## src/rtl/spm_pkg.sv

```systemverilog
// Shared definitions for the serial-parallel multiplier sequencing wrapper:
// FSM state encoding and default sizing parameters.
package spm_pkg;

    typedef enum logic [1:0] {
        IDLE  = 2'd0,
        CLEAR = 2'd1,
        RUN   = 2'd2,
        DONE  = 2'd3
    } spmState_t;

    localparam int SPM_SIZE_DEFAULT      = 32;
    localparam int SPM_CAP_DELAY_DEFAULT = 1;

endpackage

```

## src/rtl/spm_seq_ctrl.sv

```systemverilog
// Sequencing wrapper around a serial-parallel multiplier (SPM).
// Accepts a parallel operand pair, clears the SPM, holds x in parallel while
// streaming y LSB first (sign-extended to 2*SIZE bits), deserialises the
// serial product and presents the signed 2*SIZE-bit result on a valid/ready
// output. Only one product is in flight at a time.
module spm_seq_ctrl
    import spm_pkg::*;
#(
    parameter int SIZE      = SPM_SIZE_DEFAULT,
    parameter int CAP_DELAY = SPM_CAP_DELAY_DEFAULT
) (
    input  logic                clk,
    input  logic                rst_n,
    input  logic                in_valid,
    output logic                in_ready,
    input  logic [SIZE-1:0]     in_x,
    input  logic [SIZE-1:0]     in_y,
    output logic                out_valid,
    input  logic                out_ready,
    output logic [2*SIZE-1:0]   out_p,
    output logic                spm_rst,
    output logic [SIZE-1:0]     spm_x,
    output logic                spm_y,
    input  logic                spm_p
);

    // RUN spans 2*SIZE y bits plus the SPM capture latency; the counter has
    // one spare code so its final increment never wraps.
    localparam int RUN_LEN = 2 * SIZE + CAP_DELAY;
    localparam int CW      = $clog2(RUN_LEN + 1);

    spmState_t           r_state;
    spmState_t           w_nextState;
    logic                r_armed;
    logic [SIZE-1:0]     r_x;
    logic [SIZE-1:0]     r_yShift;
    logic [CW-1:0]       r_count;
    logic [2*SIZE-1:0]   r_prod;
    logic [2*SIZE-1:0]   r_outP;
    logic                r_spmRst;

    logic                w_inReady;
    logic                w_outValid;
    logic                w_spmY;
    logic                w_accept;
    logic                w_lastRun;
    logic                w_sample;
    logic [2*SIZE-1:0]   w_prodNext;

    assign w_accept   = in_valid & w_inReady;
    assign w_lastRun  = (r_state == RUN) && (r_count == CW'(RUN_LEN - 1));
    assign w_sample   = (r_state == RUN) && (int'(r_count) >= CAP_DELAY);
    assign w_prodNext = {spm_p, r_prod[2*SIZE-1:1]};

    // State register; reset drops straight back to IDLE, aborting any product.
    always_ff @(posedge clk or negedge rst_n) begin
        if (!rst_n) begin
            r_state <= IDLE;
        end else begin
            r_state <= w_nextState;
        end
    end

    // Next-state logic: IDLE -> CLEAR on accept, one CLEAR cycle, fixed-length RUN, DONE until consumed.
    always_comb begin
        w_nextState = r_state;
        case (r_state)
            IDLE: begin
                if (w_accept) begin
                    w_nextState = CLEAR;
                end
            end
            CLEAR: begin
                w_nextState = RUN;
            end
            RUN: begin
                if (w_lastRun) begin
                    w_nextState = DONE;
                end
            end
            DONE: begin
                if (out_ready) begin
                    w_nextState = IDLE;
                end
            end
            default: begin
                w_nextState = IDLE;
            end
        endcase
    end

    // Output decode: ready only in IDLE once armed, valid in DONE, serial y gated to the 2*SIZE feed window.
    always_comb begin
        w_inReady  = 1'b0;
        w_outValid = 1'b0;
        w_spmY     = 1'b0;
        case (r_state)
            IDLE: begin
                w_inReady = r_armed;
            end
            RUN: begin
                if (int'(r_count) < 2 * SIZE) begin
                    w_spmY = r_yShift[0];
                end
            end
            DONE: begin
                w_outValid = 1'b1;
            end
            default: begin
                w_inReady = 1'b0;
            end
        endcase
    end

    // Arm flag keeps in_ready low during reset and raises it on the first edge afterwards.
    always_ff @(posedge clk or negedge rst_n) begin
        if (!rst_n) begin
            r_armed <= 1'b0;
        end else begin
            r_armed <= 1'b1;
        end
    end

    // Operand capture on accept; during RUN y shifts right with sign fill so its MSB repeats as sign extension.
    always_ff @(posedge clk or negedge rst_n) begin
        if (!rst_n) begin
            r_x      <= '0;
            r_yShift <= '0;
        end else if (w_accept) begin
            r_x      <= in_x;
            r_yShift <= in_y;
        end else if (r_state == RUN) begin
            r_yShift <= {r_yShift[SIZE-1], r_yShift[SIZE-1:1]};
        end
    end

    // RUN cycle counter; held at zero outside RUN so each RUN starts from cycle 0.
    always_ff @(posedge clk or negedge rst_n) begin
        if (!rst_n) begin
            r_count <= '0;
        end else if (r_state == RUN) begin
            r_count <= r_count + 1'b1;
        end else begin
            r_count <= '0;
        end
    end

    // Product deserialiser: bits arrive LSB first and shift in from the top; the final word is copied out.
    always_ff @(posedge clk or negedge rst_n) begin
        if (!rst_n) begin
            r_prod <= '0;
            r_outP <= '0;
        end else if (w_sample) begin
            r_prod <= w_prodNext;
            if (w_lastRun) begin
                r_outP <= w_prodNext;
            end
        end
    end

    // SPM clear is registered from the next state so it is high exactly for the CLEAR cycle (and in reset).
    always_ff @(posedge clk or negedge rst_n) begin
        if (!rst_n) begin
            r_spmRst <= 1'b1;
        end else begin
            r_spmRst <= (w_nextState == CLEAR);
        end
    end

    assign in_ready  = w_inReady;
    assign out_valid = w_outValid;
    assign out_p     = r_outP;
    assign spm_rst   = r_spmRst;
    assign spm_x     = r_x;
    assign spm_y     = w_spmY;

endmodule
```

## config.mk

```make
export PLATFORM = sky130hd
export DESIGN_NAME = spm_seq_ctrl
export DESIGN_NICKNAME = d
export VERILOG_FILES = /design/src/rtl/spm_pkg.sv /design/src/rtl/spm_seq_ctrl.sv
export SDC_FILE = /design/constraint.sdc
export NUM_CORES = 1
export LEC_CHECK = 0
export BUFFER_PORTS_ARGS = -buffer_cell sky130_fd_sc_hd__buf_2
export CORE_ASPECT_RATIO = 1.2
export CORE_MARGIN = 2
export CORE_UTILIZATION = 50
export DETAILED_ROUTE_END_ITERATION = 10
export PLACE_DENSITY = 0.77
export SLEW_MARGIN = 10
export SYNTH_ARGS = -nofsm -noshare
export SYNTH_HDL_FRONTEND = slang
export SYNTH_SLANG_ARGS = --single-unit
```

## constraint.sdc

```tcl
create_clock -name clk -period 2.6 [get_ports clk]
set_input_delay 0.52 -clock clk [delete_from_list [all_inputs] [get_ports clk]]
set_output_delay 0.52 -clock clk [all_outputs]
set_load 0.01 [all_outputs]
```

# --- Word level (Yosys, flattened, before mapping) ---
# Cells that the tools add are included.
op_classes:
  addsub: 1
  reduce_logical: 5
  n_eq_ne: 5
  order_cmp: 2
  mux: 11
  bitwise: 1
op_table:
  columns: ["operator", "count"]
  rows:
  - ["$mux 32", 1]
  - ["$mux 31", 1]
  - ["$pmux 2 s4", 1]
  - ["$add 7x1->7 const B", 1]
  - ["$eq 7x7->1 const B", 1]
  - ["$ge 7x1->1 const B", 1]
  - ["$lt 7x7->1 const B", 1]
  - ["$mux 7", 1]
  - ["$mux 2", 3]
  - ["$eq 2x1->1 const B", 2]
  - ["$eq 2x2->1 const B", 2]
  - ["$mux 1", 4]
  - ["$logic_and 1x1->1", 2]
  - ["$logic_not 2->1", 1]
  - ["$reduce_and 2->1", 1]
  - ["$reduce_bool 2->1", 1]
  - ["$and 1x1->1", 1]
word_totals:
  word_cells: 34
  inputBits: 69
  regBits: 203
  output_inout_bits: 100

# --- Longest topological paths before layout ---
depth:
  word_depth: 6
  mapped_depth: 6
  mapped_depth_nobuf: 5

# --- Worst setup path before layout ---
# Ideal clock, no wire load.
synth_path:
  path_kind: "reg2reg"
  startpoint: "reg r_count[0]"
  endpoint: "reg r_prod[10]"
  period_less_slack_ns: 1.788
  path_stages_with_launch: 6
  t_required_ns: 2.475
  arrival_time_ns: 1.663
  setup_ns: 0.125
  slack_ns: 0.812
  n_path_buf: 1
  cell_sequence: "dfrtp_1 ha_1 nor4_1 a21oi_4 buf_6 mux2_2"
synth_via:
  elab_chain_len: 2
synth_lines:
  columns: ["item", "line", "rtl"]
  rows:
  - ["start: declaration", "spm_seq_ctrl.sv:37", "logic [CW-1:0] r_count;"]
  - ["start signal: assignment", "spm_seq_ctrl.sv:142", "r_count <= r_count + 1'b1;"]
  - ["$ge 7x1->1", "spm_seq_ctrl.sv:52", "assign w_sample = (r_state == RUN) && (int'(r_count) >= CAP_DELAY);"]
  - ["$logic_and 1x1->1", "spm_seq_ctrl.sv:52", null]
  - ["end signal: assignment", "spm_seq_ctrl.sv:154", "r_prod <= w_prodNext;"]
  - ["end: declaration", "spm_seq_ctrl.sv:38", "logic [2*SIZE-1:0] r_prod;"]
# No other way between the ends.
# A chain may end at the register's enable or synchronous reset.

# --- Worst setup path after layout ---
layout_path:
  startpoint: "reg r_state[0]"
  endpoint: "out spm_y"
layout_via:
  elab_chain_len: 2
layout_lines:
  columns: ["item", "line", "rtl"]
  rows:
  - ["start: declaration", "spm_seq_ctrl.sv:32", "spmState_t r_state;"]
  - ["start signal: assignment", "spm_seq_ctrl.sv:60", "r_state <= w_nextState;"]
  - ["$eq 2x2->1", "spm_seq_ctrl.sv:97", "case (r_state)"]
  - ["$mux 1", "spm_seq_ctrl.sv:97", null]
  - ["end: declaration", "spm_seq_ctrl.sv:23", "output logic spm_y,"]
# No other way between the ends.

==> out/qor.txt <==
Worst-path clk slew - 0.06 ns
Crit Path Category - register to output port
Crit path max-delay cell type - dfrtp_1
Placed Instances - 879
CP cell instances - nand2b_2 -> buf_4 -> nor3b_1 -> buf_2
#FFs+latches synth - 202
Crit path required time - 2.08 ns
CP delay by family, top - buffers and inverters
Layout Utilization - 60.9%
Drt initial violations - 134
Via density - 5.16
Post-cts sizing count - 0
Status - finished clean
WL/cell - 16.0 um
Antenna-violating nets left - 0
Pwr Density - 632 nW/um2
Max frequency - 420 MHz
Synth async-reset ratio - 100%
Non-Filler Instances - 916
Post-CTS Hold Fix Bufs - 0
Final hold viol count - 0
Largest net degree at the start of global routing - 97
Setup_tns - 0 ns
Slew HR - 49.2%
EDFF count, synth - 0
Fraction of layout cells with a size suffix above 1 - 53.0%
Routed WL - 14700 um
Max-cap viol count - 0
Via Count - 4724
Drt first pass iters - 4
Die Area - 17300 um2
CTS tree - built
Count of cell types in the netlist - 32
Period utilization - 91.5%
Crit. End Element - output port
CTS H-tree lvls - 1
Postcts setup bufs - 0
Post-DP Area - 9140 um2
Top cell type's share of synthesized area - 61.7%
Least-Margin Pin Slew - 0.760 ns
Place WS - 0.414 ns
Syn-to-layout area delta - 20.1%
Critical path fanouts, max - 36
Synth area leaders - dfrtp_1 62%, mux2_2 15%, mux2_4 9.0%, mux2i_1 3.6%, o21ai_0 1.9%
DRC Markers - 0
Hold_ws - 0.0270 ns
Tmin final - 2.38 ns
Global route total overflow - 0
Layout net count - 762
Syn Inst Count - 519
Synth Warn # - 0
First-pass GRT wire length - 24500 um
Seq/Total Area, Yosys - 62.0%
HPWL after detailed placement - 10100 um
Final instance area - 9790 um2
FP Rows - 51
Clk_lat worst skew - 0.48 ns
Diode count - 0
Starting density of the core - 50.7%
RSZ-0062 raised after global routing - no
Final setup fails - 0
Hold Path Class - input port to async pin
Filler cells - 1273
Maximum VDD drop - 0.000500 V
I/O Buffers - 168
Clock Tree Buf Depth - 3
P_leak - 4.97 nW
Vias in the first global route - 4898
Worst Setup Start Kind - register
GRT Overall Usage - 17.2%
Die Y - 144 um
Count of pins over their slew limit - 0
Routability cong. - 0.708
Yosys top cell by area - dfrtp_1
Ports - 169
DIE WIDTH - 121 um
Mapped Area - 8150 um2
Synthesized Nets - 591
Clk_skew - 0.0129 ns
Clock root cell - clkbuf_16
Sinks on the clock net - 202
Worst path max stage delay - 0.43 ns
Synth Flop Type - dfrtp_1
Worst path arrival time - 1.86 ns
Post-route setup slack - 0.220 ns
Critical path buffer and inverter count - 2
Initial antenna violation count - 1
CTS buffer count - 21
Syn Area/Cell - 15.7 um2
Core area - 16100 um2
Total power - 6.19 mW
[final cells by class]
class,instances,area [um2],area share (%)
Timing Repair Buffer,176,972,9.93
Inverter,3,11.3,0.115
Clock inverter,7,60.1,0.613
Tap cell,212,265,2.71
Clock buffer,30,589,6.02
Multi-Input combinational cell,286,2840,29.0
Sequential cell,202,5060,51.6
[power by group]
part	internal (mW)	switching [mW]	leakage, nW
combinational	0.0750	0.0835	1.96
sequential	3.18	0.0322	2.69
clock	1.67	1.14	0.325
[logic make-up (layout without fill, tap and decap cells)]
kind of cell,after synthesis,in the layout,synth area share (%)
AOI/OAI and AO/OA,38,38,2.64
xor gates and xnor gates,3,3,0.322
adders and majority gates,3,3,0.461
buffers and inverters,31,216,3.39
DFF,202,202,62.0
muxes,189,189,27.9
other,1,1,0.0460
and+or+nand+nor,52,52,3.19
[routing by layer]
metal / global-route usage, % / share of wire [%]
met1: 22.6 / 42
met2: 28.5 / 49
met3: 4.60 / 7.2
met4: 4.16 / 1.5
met5: 0 / 0.075
[final timing paths]
check	from	to	slack [ns]	depth (start not counted)
setup / recovery	r_state[0]$_DFF_PN0_	spm_y	0.22	4
hold / removal	rst_n	out_p[46]$_DFFE_PN0P_	0.03	1
setup reg to reg	r_count[1]$_DFF_PN0_	r_prod[24]$_DFFE_PN0P_	0.45	6
hold reg to reg	spm_x[7]$_DFFE_PN0N_	spm_x[7]$_DFFE_PN0N_	0.50	1
max in group asynchronous	rst_n	out_p[28]$_DFFE_PN0P_	1.80	2
min in group clk	in_y[12]	r_yShift[12]$_DFFE_PN0P_	0.24	3
[cells in the mapped netlist (3+ instances only)]
library cell,count
a21oi_1,3
and2_1,3
buf_12,6
buf_2,11
buf_6,6
clkbuf_1,4
dfrtp_1,201
ha_1,3
inv_1,3
mux2_2,111
mux2_4,49
mux2i_1,29
nand2_1,31
nor2_1,5
nor3b_1,3
o21ai_0,31
[state kept, by name, summed over array words and instances (netlist names)]
name,count
r_prod,63
r_state,2
out_p,64
r_yShift,32
spm_rst,1
spm_x,32
r_count,7
r_armed,1
[cell usage in the layout, fill, tap and decap left out, types with 3 or more instances in the layout]
cell / n
buf_4: 3
mux2i_1: 29
clkbuf_16: 21
buf_2: 167
inv_1: 3
dfrtp_1: 201
clkbuf_1: 6
nor3b_1: 3
mux2_2: 111
o21ai_0: 31
mux2_4: 49
nor2_1: 5
nand2_1: 31
and2_1: 3
ha_1: 3
a21oi_1: 3
clkinv_2: 6
buf_12: 5
clkbuf_8: 4
(Power assumes the default switching activity.)
